File: config.mk
export PLATFORM = sky130hd
export DESIGN_NAME = cpu_sequencer
export DESIGN_NICKNAME = d
export VERILOG_FILES = /design/src/rtl/cpu_sequencer.sv
export SDC_FILE = /design/constraint.sdc
export NUM_CORES = 1
export LEC_CHECK = 0
export CELL_PAD_IN_SITES_DETAIL_PLACEMENT = 0
export CELL_PAD_IN_SITES_GLOBAL_PLACEMENT = 1
export CORE_MARGIN = 2
export CORE_UTILIZATION = 33
export CTS_CLUSTER_DIAMETER = 100
export DETAILED_ROUTE_END_ITERATION = 12
export PLACE_DENSITY = 0.84
export SYNTH_ARGS = -nofsm -noshare
export SYNTH_HDL_FRONTEND = slang
export SYNTH_SLANG_ARGS = --single-unit
File: constraint.sdc
create_clock -name clk -period 1.7 [get_ports clk]
set_clock_uncertainty 0.1 [all_clocks]
set_input_delay 0.255 -clock clk [delete_from_list [all_inputs] [get_ports clk]]
set_output_delay 0.255 -clock clk [all_outputs]
set_load 0.01 [all_outputs]
File: src/rtl/cpu_sequencer.sv
// Multi-cycle FETCH/DECODE/EXEC control sequencer for the 8-bit CISC core, with
// run/single-step debug control, a sticky HALT state and a retired-instruction counter.
module cpu_sequencer #(
  parameter int                          OP_WIDTH        = 4,
  parameter int                          ADDR_MODE_WIDTH = 2,
  parameter int                          CNT_WIDTH       = 16,
  parameter logic [OP_WIDTH-1:0]         OP_STORE        = 4'hA,
  parameter logic [OP_WIDTH-1:0]         OP_JMP          = 4'hB,
  parameter logic [OP_WIDTH-1:0]         OP_JZ           = 4'hC,
  parameter logic [OP_WIDTH-1:0]         OP_JN           = 4'hD,
  parameter logic [OP_WIDTH-1:0]         OP_NOP          = 4'hE,
  parameter logic [OP_WIDTH-1:0]         OP_HALT         = 4'hF,
  parameter logic [ADDR_MODE_WIDTH-1:0]  MODE_REG        = 2'b10
) (
  input  logic                       clk,
  input  logic                       rst,
  input  logic                       run,
  input  logic                       step,
  input  logic [OP_WIDTH-1:0]        opcode,
  input  logic [ADDR_MODE_WIDTH-1:0] addr_mode,
  input  logic                       zero_flag,
  input  logic                       sign_flag,
  output logic                       fetch_ena,
  output logic                       execute_ena,
  output logic                       write_ram_ena,
  output logic                       write_reg_ena,
  output logic                       jump_ena,
  output logic                       busy,
  output logic                       halted,
  output logic [CNT_WIDTH-1:0]       instr_count
);

  typedef enum logic [2:0] {
    S_IDLE,
    S_FETCH,
    S_DECODE,
    S_EXEC,
    S_HALTED
  } state_t;

  state_t               state_reg, state_next;
  logic                 step_latch_reg, step_latch_next;
  logic [CNT_WIDTH-1:0] count_reg, count_next;

  always_ff @(posedge clk or negedge rst) begin
    if (!rst) begin
      state_reg      <= S_IDLE;
      step_latch_reg <= 1'b0;
      count_reg      <= '0;
    end else begin
      state_reg      <= state_next;
      step_latch_reg <= step_latch_next;
      count_reg      <= count_next;
    end
  end

  // Strobes come from the registered state only, so reset clears them without a clock.
  always_comb begin
    state_next      = state_reg;
    step_latch_next = step_latch_reg;
    count_next      = count_reg;
    fetch_ena       = 1'b0;
    execute_ena     = 1'b0;
    write_ram_ena   = 1'b0;
    write_reg_ena   = 1'b0;
    jump_ena        = 1'b0;
    busy            = 1'b0;
    halted          = 1'b0;

    case (state_reg)
      S_IDLE: begin
        if (run || step) begin
          state_next      = S_FETCH;
          step_latch_next = !run;
        end
      end

      S_FETCH: begin
        busy       = 1'b1;
        fetch_ena  = 1'b1;
        state_next = S_DECODE;
      end

      S_DECODE: begin
        busy       = 1'b1;
        state_next = S_EXEC;
      end

      S_EXEC: begin
        busy = 1'b1;
        case (opcode)
          OP_STORE: begin
            if (addr_mode == MODE_REG) write_reg_ena = 1'b1;
            else                       write_ram_ena = 1'b1;
          end
          OP_JMP:  jump_ena = 1'b1;
          OP_JZ:   jump_ena = zero_flag;
          OP_JN:   jump_ena = sign_flag;
          OP_NOP:  ;
          OP_HALT: ;
          default: execute_ena = 1'b1;
        endcase

        step_latch_next = 1'b0;
        if (opcode == OP_HALT) begin
          state_next = S_HALTED;
        end else begin
          count_next = count_reg + CNT_WIDTH'(1);
          state_next = (run && !step_latch_reg) ? S_FETCH : S_IDLE;
        end
      end

      S_HALTED: begin
        halted = 1'b1;
      end

      default: state_next = S_IDLE;
    endcase
  end

  assign instr_count = count_reg;

endmodule
* Word level (Yosys, flattened, before mapping)
Index checks and enable logic that the tools add are counted.
** Operators by class
- Add/sub/neg operators :: 1
- Equality and inequality tests :: 12
- Multiplexer cells :: 19
- Bitwise logic cells :: 2
- Reductions and logical operators :: 11
** Operators with widths (number)
- 4-bit == test (second input constant) :: 6
- 16-bit by 1-bit adder with 16-bit output (second input constant) :: 1
- 3-bit one-hot mux with 5 select lines :: 1
- 1-bit two-way mux :: 14
- 3-bit by 2-bit == test with 1-bit output (second input constant) :: 2
- 3-bit two-way mux :: 2
- 2-bit AND reduction :: 3
- 6-bit OR reduction :: 1
- 3-bit by 1-bit == test with 1-bit output (second input constant) :: 1
- 3-bit == test (second input constant) :: 1
- 3-bit logical NOT :: 1
- 1-bit one-hot mux with 3 select lines :: 1
- 3-bit OR reduction :: 1
- 2-bit == test (second input constant) :: 1
- 1-bit logical NOT :: 2
- 2-bit != test (second input constant) :: 1
- 1-bit inverter :: 2
- 1-bit one-hot mux with 2 select lines :: 1
- 2-bit nonzero test :: 1
- 1-bit logical AND :: 1
- 1-bit logical OR :: 1
** Storage, ports and cells
- Register bits after elaboration :: 20
- Bits of input ports :: 12
- Output and inout port bits :: 23
- Logic and storage cells :: 48

* Longest topological paths before layout
- Depth in word-level cells :: 5
- Gate-level depth with buffers :: 5
- Mapped depth without buffers :: 5

* Worst setup path before layout
OpenSTA, ideal clock, no wires.
- Kind :: reg2out
- Start point :: reg state_reg[1]
- End point :: out write_reg_ena
- Arrival :: 1273 ps
- Data required time :: 1345 ps
- Path slack :: 72 ps
- Cell stages (with the launch flop) :: 5
- Buffers on the path :: 0
- Cells stage by stage :: dfrtp_1 > inv_1 > nor3b_1 > nand4_1 > nor3b_1
** On the way
- Longest elaborated chain between the ends :: 2
** RTL lines
- from (decl) :: RTL line 41 : state_t state_reg, state_next;
- from (signal assigned) :: RTL line 51 : state_reg <= state_next;
- 3-bit by 2-bit == test with 1-bit output :: RTL line 70 : case (state_reg)
- 1-bit two-way mux :: RTL line 70
- to (decl) :: RTL line 26 : output logic write_reg_ena,
No other way between the ends.

* Worst setup path after layout
- Start point :: reg state_reg[2]
- End point :: out write_reg_ena
Same word-level chain as after synthesis.

==> metrics.txt <==
static leakage=0.8061 nW; share of cells above drive strength 1=39.35%; Die Area=3587 µm²; vias in the first global route=869; Die Height=59.90 µm; RSZ-0062 raised after global routing=true; Final Slew Violations=0; footprint of the flip-flops and latches=504.2 µm²; Clock transition at path regs=120 ps; row count=20; Initial DRC Count=11; failing checks=negative setup slack; Logic pwr share=48.9%; Warnings, synthesis=0; worst path bufs/invs=2; later-pin clock latency in the skew report=300 ps; delay-heaviest family, CP=simple AND/OR/NAND/NOR gates; critical-path cell list=nor3b_2 > buf_4 > nand4_1 > nor3b_2 > buf_2; Seq/Total Area, Yosys=48.54%; crit end category=primary output; CP most frequent cell=nor3b_2; final setup margin=-145.2 ps; Rel. slew slack=83.02%; Tcrit/Tclk final=108.5%; Most Crowded Layer GR=met2; max reg flops=16; Filler Cell Count=264; Int Power=1.412 mW; DRC Markers=0; GR Util All Layers=13.64%; Arr. time, crit path=1490 ps; TritonCTS Buffers=3; final core occ=56.83%; clock sink count=20; final wirelength=2.386 mm; status=finished with violations; HP Class=primary input to async pin; sw frac=32.75%; PortBufs=34; Antenna diodes=0; I/O pin count=35; Worst Path Required=1340 ps; Initial Utilization=34.33%; CP max stage cell=dfrtp_1; Final Hold Violating Endpoints=0; hold_buf cts=0; Psw=687.7 µW; # setup viols final=4; syn_area_per_cell=10.85 µm²; power per cell area=1230 nW/µm²; Worst-Margin Slew=251.2 ps; leading cell types in the layout, fill and taps excluded=22 x clkdlybuf4s50_1, 21 x buf_4, 17 x dfrtp_1, 14 x xnor2_1; gr ovfl total=0; clk buf depth=2; initial antenna violation count=0; Nets=169; met1 Use GR=16.28%; area of the multi-input gates=589.3 µm²; Largest stage delay, worst path=410 ps; number of library cell types mapped by synthesis=29; peak supply drop=525.6 µV; Synth Instances=95; first-pass GRT wire length=3.670 mm; hpwl dp=1.699 mm; largest net degree at the start of global routing=21; Syn-to-layout area delta=65.53%; post-synthesis cell area=1031 µm²; drt wl/cell=12.69 µm; antenna viol nets, final=0; met3 Use GR=2.165%; FMAX=542.0 MHz; #FFs+latches synth=20; GPL Wtd Cong=0.7837; DRT Pass-1 Iters=3; met2 Resource Use GR=23.60%; clock power share=18.3%; worst-path maximum fanout=3; TritonCTS clock tree=done; Total Neg Setup Slack=-284.6 ps; DR vias/cell=4.995; CTS H-tree depth=1; net count after synthesis=108; fin crit period=1845 ps; crit start category=register; most common cell after layout, fill and taps aside=clkdlybuf4s50_1; core footprint=3003 µm²; CTS root buffer=clkbuf_4; Sequential Power Share=32.8%; vias post-DR=939; critical path class=register to primary output; maxcap violations=0; die width=59.90 µm
[per-stage QoR]
step / instances / hold slack (ps) / cell area [µm²] / power [mW] / setup WS [ps]
global route: 188 / 183.1 / 1707 / 2.254 / -251.4
global placement: 173 / 361.6 / 1500 / 1.544 / -486.5
CTS: 177 / 173.6 / 1544 / 1.965 / -186.3
finish: 188 / 177.7 / 1707 / 2.100 / -145.2
floorplan: 95 / -140.6 / 1031 / 1.112 / 72.17
detailed placement: 173 / 361.9 / 1500 / 1.571 / -525.3
[worst register-to-register path: stages, from the launching register on]
cell and delay, ps:
dfrtp_1 410, buf_4 140, buf_6 120, nand3b_4 160, buf_6 130, nor3_4 160
buf_6 160, nand4_1 100, xnor2_1 140
[routing by layer]
layer / vias up / part of all wire (%)
met5: - / 0
met4: 0 / 1.1
met3: 2 / 5.2
met2: 28 / 50
met1: 452 / 44
li1: 457 / -
[power by group through the flow]
stage	registers, mW	logic (mW)	clock network, mW
after floorplan	0.726	0.386	0
after global placement	0.690	0.854	0
after detailed placement	0.698	0.873	0
after CTS	0.695	0.873	0.397
after global routing	0.705	1.13	0.415
final	0.689	1.03	0.383
[kinds of logic after synthesis]
logic type               count (synthesis)  share of synthesized area [%]
AND/OR/NAND/NOR                         43                          27.43
adder cells (fa/ha/maj)                  1                          1.213
buffers and inverters                    4                          1.699
XOR/XNOR                                16                          13.59
AO/OA/AOI/OAI                            9                          5.341
multiplexers                             2                          2.184
flip-flops                              20                          48.54
[final timing paths]
check                                start         endpoint  slack (ps)  cells after the start
hold reg to reg            instr_count[15]  instr_count[15]         380                      1
min in group clk           instr_count[15]  instr_count[15]         380                      1
setup / recovery              state_reg[2]    write_reg_ena        -150                      5
max in group asynchronous              rst   instr_count[8]        1080                      2
hold / removal                         rst  instr_count[12]         180                      2
setup reg to reg              state_reg[2]   instr_count[5]           0                      8
[cell type report]
type / count / share of cell area, %
Clock buffer: 3 / 1.320
Inverter: 2 / 0.4399
Multi-Input combinational cell: 71 / 34.53
Timing Repair Buffer: 58 / 29.99
Sequential cell: 20 / 29.55
Tap cell: 33 / 2.419
Clock inverter: 1 / 1.760
[synthesized netlist by cell type (all sizes together)]
| cell | instances | area (µm²) |
|---|---|---|
| nand4 | 3 | 18.77 |
| and2 | 2 | 12.51 |
| nor4b | 1 | 8.760 |
| a221oi | 1 | 8.760 |
| inv | 2 | 7.510 |
| xnor2 | 14 | 122.6 |
| and4bb | 1 | 12.51 |
| nand3b | 2 | 27.53 |
| ha | 1 | 12.51 |
| and4b | 1 | 10.01 |
| o21a | 1 | 7.510 |
| nor3 | 1 | 16.27 |
| and3 | 4 | 25.02 |
| o21ai | 2 | 10.01 |
| nand2 | 6 | 22.52 |
| o22ai | 1 | 6.260 |
| buf | 2 | 10.01 |
| a21o | 1 | 7.510 |
| nor2 | 7 | 33.78 |
| nor3b | 3 | 22.52 |
| and4 | 3 | 27.53 |
| a21oi | 3 | 15.01 |
| nand3 | 9 | 45.04 |
| mux2 | 2 | 22.52 |
| dfrtp | 20 | 500.5 |
| xor2 | 2 | 17.52 |
[repair_timing]
item	in CTS	in global routing
gates cloned	0	0
setup endpoints to repair	8	20
hold endpoints to repair	0	0
resized for setup	31	27
pin swaps	4	9
buffers inserted	1	12
Power figures use the tool's default switching activity.
